File: src/rtl/lab2_proc_xm_skid_buffer.sv
//------------------------------------------------------------------------------
// lab2_proc_xm_skid_buffer : two-entry X->M val/rdy skid buffer, resolves branches on head.
// Optional D-stage bypass outputs: define LAB2_PROC_XM_SKID_BYPASS_EN.   Rev 1.0
//------------------------------------------------------------------------------
`default_nettype none

module lab2_proc_xm_skid_buffer #(
  parameter int p_nbits = 32,
  parameter int p_naddr = 5
) (
  input  logic               clk,
  input  logic               reset,
  input  logic               in_val,
  output logic               in_rdy,
  input  logic [p_nbits-1:0] in_result,
  input  logic               in_ops_eq,
  input  logic               in_op0_zero,
  input  logic               in_op0_neg,
  input  logic [2:0]         in_br_type,
  input  logic [p_naddr-1:0] in_rf_waddr,
  input  logic               in_rf_wen,
  input  logic               squash,
  output logic               out_val,
  input  logic               out_rdy,
  output logic [p_nbits-1:0] out_result,
  output logic [p_naddr-1:0] out_rf_waddr,
  output logic               out_rf_wen,
  output logic               out_br_taken
`ifdef LAB2_PROC_XM_SKID_BYPASS_EN
  ,
  output logic               byp_val,
  output logic [p_naddr-1:0] byp_waddr,
  output logic [p_nbits-1:0] byp_data
`endif
);

  localparam logic [2:0] c_br_beq  = 3'd1;
  localparam logic [2:0] c_br_bne  = 3'd2;
  localparam logic [2:0] c_br_blez = 3'd3;
  localparam logic [2:0] c_br_bgtz = 3'd4;
  localparam logic [2:0] c_br_bltz = 3'd5;
  localparam logic [2:0] c_br_bgez = 3'd6;

  typedef struct packed {
    logic [p_nbits-1:0] result;
    logic               eq;
    logic               zero;
    logic               neg;
    logic [2:0]         br_type;
    logic [p_naddr-1:0] waddr;
    logic               wen;
  } entry_t;

  logic [1:0] r_count;
  logic [1:0] w_count_nxt;
  entry_t     r_head;
  entry_t     r_tail;
  entry_t     w_in_entry;
  entry_t     w_head_nxt;
  logic       w_head_we;
  logic       w_tail_we;
  logic       w_enq;
  logic       w_deq;
  logic       w_taken;

  assign w_in_entry = '{result:  in_result,
                        eq:      in_ops_eq,
                        zero:    in_op0_zero,
                        neg:     in_op0_neg,
                        br_type: in_br_type,
                        waddr:   in_rf_waddr,
                        wen:     in_rf_wen};

  // Ready is a pure function of state so M-stage stalls never reach X combinationally.
  assign in_rdy  = (r_count != 2'd2);
  assign out_val = (r_count != 2'd0);
  assign w_enq   = in_val & in_rdy & ~squash;
  assign w_deq   = out_val & out_rdy;

  always_comb begin
    w_count_nxt = r_count;
    w_head_nxt  = w_in_entry;
    w_head_we   = 1'b0;
    w_tail_we   = 1'b0;
    if (squash) begin
      // Any same-cycle dequeue has already been taken by M; everything else is dropped.
      w_count_nxt = 2'd0;
    end else begin
      case (r_count)
        2'd0: begin
          if (w_enq) begin
            w_head_we   = 1'b1;
            w_count_nxt = 2'd1;
          end
        end
        2'd1: begin
          if (w_enq && w_deq) begin
            w_head_we = 1'b1;
          end else if (w_enq) begin
            w_tail_we   = 1'b1;
            w_count_nxt = 2'd2;
          end else if (w_deq) begin
            w_count_nxt = 2'd0;
          end
        end
        2'd2: begin
          if (w_deq) begin
            w_head_we   = 1'b1;
            w_head_nxt  = r_tail;
            w_count_nxt = 2'd1;
          end
        end
        default: w_count_nxt = 2'd0;
      endcase
    end
  end

  always_ff @(posedge clk or negedge reset) begin
    if (!reset) begin
      r_count <= 2'd0;
      r_head  <= '0;
      r_tail  <= '0;
    end else begin
      r_count <= w_count_nxt;
      if (w_head_we) r_head <= w_head_nxt;
      if (w_tail_we) r_tail <= w_in_entry;
    end
  end

  always_comb begin
    w_taken = 1'b0;
    case (r_head.br_type)
      c_br_beq:  w_taken = r_head.eq;
      c_br_bne:  w_taken = ~r_head.eq;
      c_br_blez: w_taken = r_head.neg | r_head.zero;
      c_br_bgtz: w_taken = ~r_head.neg & ~r_head.zero;
      c_br_bltz: w_taken = r_head.neg;
      c_br_bgez: w_taken = ~r_head.neg;
      default:   w_taken = 1'b0;
    endcase
  end

  assign out_result   = r_head.result;
  assign out_rf_waddr = r_head.waddr;
  assign out_rf_wen   = out_val & r_head.wen;
  assign out_br_taken = out_val & w_taken;

`ifdef LAB2_PROC_XM_SKID_BYPASS_EN
  logic w_tail_byp;
  logic w_head_byp;

  // Newest writer wins: the tail is younger than the head when both are valid.
  assign w_tail_byp = (r_count == 2'd2) & r_tail.wen & (r_tail.waddr != '0);
  assign w_head_byp = out_val & r_head.wen & (r_head.waddr != '0);

  always_comb begin
    byp_val   = 1'b0;
    byp_waddr = '0;
    byp_data  = '0;
    if (w_tail_byp) begin
      byp_val   = 1'b1;
      byp_waddr = r_tail.waddr;
      byp_data  = r_tail.result;
    end else if (w_head_byp) begin
      byp_val   = 1'b1;
      byp_waddr = r_head.waddr;
      byp_data  = r_head.result;
    end
  end
`endif

endmodule

`default_nettype wire

File: config.mk
export PLATFORM = sky130hd
export DESIGN_NAME = lab2_proc_xm_skid_buffer
export DESIGN_NICKNAME = d
export VERILOG_FILES = /design/src/rtl/lab2_proc_xm_skid_buffer.sv
export SDC_FILE = /design/constraint.sdc
export NUM_CORES = 1
export LEC_CHECK = 0
export ABC_AREA = 0
export CORE_ASPECT_RATIO = 0.8
export CORE_MARGIN = 2
export CORE_UTILIZATION = 44
export CTS_BUF_LIST = sky130_fd_sc_hd__clkbuf_8
export CTS_CLUSTER_SIZE = 10
export DETAILED_ROUTE_END_ITERATION = 7
export PLACE_DENSITY = 0.69
export SYNTH_ARGS = -nofsm -noshare
export SYNTH_HDL_FRONTEND = slang
export SYNTH_SLANG_ARGS = --single-unit
File: constraint.sdc
create_clock -name clk -period 4.1 [get_ports clk]
set_input_delay 0.82 -clock clk [delete_from_list [all_inputs] [get_ports clk]]
set_output_delay 0.82 -clock clk [all_outputs]
set_load 0.1 [all_outputs]
==> impl_metrics.tcl, run 1 <==
set metrics [dict create \
    status "finished, final reports clean" \
    period_share_pct 77.87 \
    netlist_area_um2 4323 \
    syn_inst 296 \
    grt-ovfl-total 0 \
    p_int_mw 1.811 \
    clock_path_buffers 2 \
    drt_first_iter_violations 61 \
    timing.rr.start "r_count[0]$_DFFE_PN0P_" \
    coreArea_um2 9609 \
    max_freq_ghz 0.3132 \
    ctsResizeCount 0 \
    top_usage_layer "met2" \
    met2_usage_pct 24.01 \
    die_h_um 92.66 \
    fp.dieArea_um2 10640 \
    htreeDepth 3 \
    hold_violations 0 \
    finalSetupViolCount 0 \
    seqPwrFrac_pct 41.0 \
    power_frac_clock_pct 22.1 \
    dp_hpwl_um 4740 \
    worst_skew_pair.late_latency_ns 0.35 \
    area_growth_pct 21.13 \
    drtPass1Iterations 4 \
    criticalPathCategory "register to primary output" \
    antenna_cells 0 \
    io_buffers 89 \
    tns_ns 0 \
    grt.total_usage_pct 14.60 \
    skew_ns 0.008678 \
    grt_pass1_wl_um 12020 \
    maxSlewHeadroom_pct 33.45 \
    path_max_fanout 4 \
    hp-start "r_tail[31]$_DFFE_PN0P_" \
    cap_violations 0 \
    leakagePower_nw 2.176 \
    avgRoutedWirePerCell_um 15.09 \
    r2r-end "out_result[23]$_DFFE_PN0P_" \
    design_area_um2 5236 \
    met3_usage_pct 5.039 \
    ant_nets 0 \
    sw_frac_of_total_pct 38.30 \
    antenna_found_initial 0 \
    switchingPower_mw 1.124 \
    dpl-instance-area_um2 5012 \
    arrival_ns 2.37 \
    ys_ff_latch 90 \
    drive_above_1_share_pct 42.30 \
    yosysSeqAreaShare_pct 52.10 \
    synth_cell_type_count 26 \
    ys.warnings.count 0 \
    min_period_ns 3.193 \
    clk_pin_slew_ns 0.09 \
    synthesis.nets 345 \
    critPathRequiredTime_ns 3.28 \
    rsz0062_at_grt "false" \
    gp_congestion 0.6637 \
    nNetsFinal 401 \
    power.ir.vdd_worst_mv 0.3548 \
    total_power_mw 2.935 \
    initial_core_util_pct 44.99 \
    startpoint_type "register" \
    p_comb_share_pct 36.8 \
    vias_per_cell 5.057 \
    wl_um 7182 \
    syn_avg_cell_area_um2 14.60 \
    cp-end-kind "primary output" \
    hold_path_end "r_tail[31]$_DFFE_PN0P_" \
    die_w_um 114.8 \
    cts_hold_buf 0 \
    cts_tree "yes" \
    min_path_cells 1 \
    met1_usage_pct 18.17 \
    hold_class "register to register" \
    ff2ff_setup_slack_ns 2.08 \
    drc_errors 0 \
    dp_slack_ns 1.137 \
    grt_max_degree 73 \
    post_cts_buffers 0 \
    num_vias 2407 \
    first_global_vias 2516 \
    cts_root_buffer "clkbuf_8" \
    worst_slack_ns 0.9072 \
    reg2reg_depth 5 \
    final_max_slew_viol_count 0 \
    io_pins 90 \
    cts.sinks 90 \
    worst_pin_slew_ns 0.9951 \
    powerDensity_nw_per_um2 560.5 \
    numCtsBuffers 9 \
    fillCellCount 823 \
    placementRows 32 \
]
layer usage:
layer / up-vias / part of all wire, %
met5: - / 0
met4: 0 / 0.97
li1: 1118 / -
met3: 5 / 5.9
met2: 65 / 49
met1: 1219 / 45
synth_stat cells:
cell type  count  area share (%)
o31ai_1        1            0.17
nand3b_4       1            0.46
dfrtp_1       90              52
nor2b_1        1            0.14
nand3_2        1            0.23
a22oi_1        1            0.17
buf_4         41             7.1
xnor2_1        1            0.20
and2_1         1            0.14
a221oi_1       1            0.20
o21a_1         1            0.17
nand2_1        1           0.087
nand2b_4       1            0.32
mux2i_1        2            0.46
mux2_1         8             2.1
and2b_2        1            0.20
inv_1          1           0.087
or2_2          1            0.14
o21ai_0        2            0.23
buf_6          8             2.1
a21oi_1        1            0.12
nor2_1         4            0.35
nor2_4         1            0.26
nand2b_1       2            0.29
mux2_2       122              32
a21oi_4        1            0.38
power groups by stage:
stage          Clock (mW)  Sequential (mW)  Combinational (mW)
6_report            0.649             1.20                1.08
5_1_grt             0.723             1.24                1.12
4_1_cts             0.670             1.21                1.09
3_5_place_dp            0             1.22                1.09
3_3_place_gp            0             1.21                1.08
2_1_floorplan           0             1.19               0.951
worst max-delay path by stage:
| stage | cells past startpoint | to | start | slack (ns) |
|---|---|---|---|---|
| 2_1_floorplan | 3 | out_br_taken | r_count[1]$_DFFE_PN0P_ | 0.95 |
| 3_3_place_gp | 6 | out_result[15]$_DFFE_PN0P_ | out_rdy | 1.17 |
| 3_5_place_dp | 6 | out_rf_waddr[2]$_DFFE_PN0P_ | out_rdy | 1.14 |
| 4_1_cts | 4 | out_br_taken | r_head[9]$_DFFE_PN0P_ | 0.86 |
| 5_1_grt | 4 | out_br_taken | r_head[8]$_DFFE_PN0P_ | 0.77 |
| 6_report | 4 | out_br_taken | r_head[9]$_DFFE_PN0P_ | 0.91 |
cells by family (layout without fill, tap and decap cells):
logic type	Yosys count	in the layout	share of synthesized area, %
AO/OA/AOI/OAI	8	8	1.447
XOR/XNOR	1	1	0.2026
buffers and inverters	50	111	9.291
flip-flops	90	90	52.10
multiplexers	132	132	34.33
AND/OR/NAND/NOR	15	15	2.634
critical path, stage by stage (launching register included):
cell and delay [ns]:
dfrtp_1 0.41, a221oi_1 0.29, a21oi_1 0.07, nor2_1 0.10, clkdlybuf4s50_1 1.15
metrics by stage:
stage          util, %  std cells  hold slack [ns]
3_5_place_dp     52.16        460           0.4882
3_3_place_gp     52.16        460           0.4803
2_1_floorplan        -        296           0.4720
4_1_cts          54.49        476           0.5105
6_report         54.49        476           0.5066
5_1_grt          54.49        476           0.5226
sequential cells by signal, indices dropped and copies added, names as in the netlist:
| register | count |
|---|---|
| out_result | 32 |
| r_count | 2 |
| r_head | 7 |
| out_rf_waddr | 5 |
| r_tail | 44 |
layout by cell type, fill, tap and decap left out, types with 2 or more instances in the layout:
cell type	synthesis	final
buf_4	41	5
clkbuf_8	0	13
clkdlybuf4s50_1	0	88
clkinvlp_4	0	2
dfrtp_1	90	90
mux2_1	8	8
mux2_2	122	122
mux2i_1	2	2
nand2b_1	2	2
nor2_1	4	4
o21ai_0	2	2
final cells by class:
class                           count  area (um^2)  share of cell area [%]
Multi-Input combinational cell    156         1669                   31.88
Timing Repair Buffer               94        938.4                   17.92
Clock buffer                       13        178.9                   3.417
Sequential cell                    90         2252                   43.01
Inverter                            1        3.754                 0.07168
Tap cell                          119        148.9                   2.843
Clock inverter                      3        45.04                  0.8602
No activity file was read; power rests on OpenSTA's default activity.
==> run 2, diff against run 1 <==
==> constraint.sdc (replaced) <==
create_clock -name clk -period 3.3 [get_ports clk]
set_input_delay 0.66 -clock clk [delete_from_list [all_inputs] [get_ports clk]]
set_output_delay 0.66 -clock clk [all_outputs]
set_load 0.1 [all_outputs]
==> run 2 against run 1 <==
Net effect: utilization decreased by 0.68 points; critical path depth increased by 2; sequential cell count is the same; final area fell by 1.2%; first-iteration DRC count decreased by 4.9%; power up 27%; via count shrank 1.9%; final cell count is 0.63% higher; clock power up 41%; sequential power rose by 25%; critical path type is now input pin to register; critical endpoint is now r_head[10]$_DFFE_PN0P_; largest cell class unchanged; largest power group unchanged; highest routed layer unchanged.
==> impl_metrics.tcl, run 2 (synthesis results as in run 1) <==
set metrics [dict create \
    die_h_um 92.66 \
    cts.sinks 90 \
    path_max_fanout 30 \
    hold_class "input pin to asynchronous set/reset pin" \
    tns_ns 0 \
    min_period_ns 2.275 \
    placementRows 32 \
    numCtsBuffers 9 \
    final_max_slew_viol_count 0 \
    vias_per_cell 4.931 \
    io_pins 90 \
    clock_path_buffers 2 \
    die_w_um 114.8 \
    grt.total_usage_pct 15.30 \
    grt-ovfl-total 0 \
    arrival_ns 2.52 \
    drt_first_iter_violations 58 \
    avgRoutedWirePerCell_um 15.54 \
    cts_root_buffer "clkbuf_8" \
    wl_met2_um 3541 \
    powerDensity_nw_per_um2 719.8 \
    leakagePower_nw 2.238 \
    startpoint_type "input pin" \
    antenna_found_initial 0 \
    wl_met3_um 456 \
    status "finished, final reports clean" \
    drc_errors 0 \
    fp.dieArea_um2 10640 \
    wl_met1_um 3374 \
    hold_violations 0 \
    cap_violations 0 \
    first_global_vias 2520 \
    post_cts_buffers 0 \
    maxSlewHeadroom_pct 64.60 \
    grt_max_degree 43 \
    htreeDepth 3 \
    area_growth_pct 19.62 \
    finalNonFillerCells 479 \
    dp_cells 463 \
    cts_hold_buf 0 \
    layout_commonest_cell "mux2_2" \
    gp_congestion 0.7080 \
    initial_core_util_pct 44.99 \
    ctsResizeCount 0 \
    top_layer_used "met4" \
    skew_ns 0.007884 \
    rsz0062_at_grt "false" \
    num_vias 2362 \
    io_buffers 89 \
    cp-end-kind "register" \
    worst_skew_pair.late_latency_ns 0.36 \
    antenna_cells 0 \
    max_freq_ghz 0.4396 \
    power.ir.vdd_worst_mv 0.3883 \
    ff2ff_setup_slack_ns 1.39 \
    nNetsFinal 404 \
    criticalPathCategory "input pin to register" \
    worst_pin_slew_ns 0.5310 \
    coreArea_um2 9609 \
    drtPass1Iterations 4 \
    dp_hpwl_um 5128 \
    critPathRequiredTime_ns 3.55 \
    cts_tree "yes" \
    ant_nets 0 \
    drive_above_1_share_pct 54.17 \
    timing.hold.ws_ns 0.2687 \
    layout_common_cells "122 x mux2_2, 90 x dfrtp_1, 50 x buf_4" \
    clk_pin_slew_ns 0.09 \
    period_share_pct 68.93 \
    total_power_mw 3.722 \
    grt_pass1_wl_um 12420 \
    top_register "r_tail" \
    largest_reg_flops 44 \
    wl_um 7445 \
    finalSetupViolCount 0 \
]
-- run 2: final timing paths --
check	from	depth (start not counted)	endpoint
max	out_rdy	6	r_head[10]$_DFFE_PN0P_
min	reset	1	out_result[26]$_DFFE_PN0P_
max reg2reg	r_count[0]$_DFFE_PN0P_	5	r_head[10]$_DFFE_PN0P_
min reg2reg	r_tail[22]$_DFFE_PN0P_	1	r_tail[22]$_DFFE_PN0P_
max in group asynchronous	reset	2	out_result[9]$_DFFE_PN0P_
min in group clk	r_tail[22]$_DFFE_PN0P_	1	r_tail[22]$_DFFE_PN0P_
-- run 2: cell type report --
class | count | area [um^2]
Multi-Input combinational cell | 156 | 1669
Clock inverter | 6 | 113.9
Fill cell | 837 | 4438
Inverter | 1 | 3.754
Timing Repair Buffer | 97 | 845.8
Clock buffer | 10 | 137.6
Tap cell | 119 | 148.9
Sequential cell | 90 | 2252
-- run 2: report_power, final --
part / internal (mW) / switching [mW]
clock network: 0.525 / 0.387
registers: 1.37 / 0.131
logic: 0.415 / 0.896
-- run 2: routing by layer --
layer	up-vias	global-route usage, %
met4	0	3.614
met1	1175	19.69
met5	-	0
met3	6	6.283
met2	57	24.21
li1	1124	-
-- run 2: through the flow --
stage          setup WS (ns)  util (%)  cell area, um^2
6_report               1.025     53.82             5171
5_1_grt               0.9203     53.82             5171
4_1_cts                1.033     53.82             5171
3_5_place_dp          0.6390     51.20             4920
3_3_place_gp          0.6682     51.20             4920
2_1_floorplan         0.3140         -             4323
-- run 2: critical path: stages --
cell and delay, ns:
clkdlybuf4s50_1 0.57, nand3b_4 0.13, nor2_4 0.10, buf_4 0.38, mux2_2 0.39, mux2_2 0.27
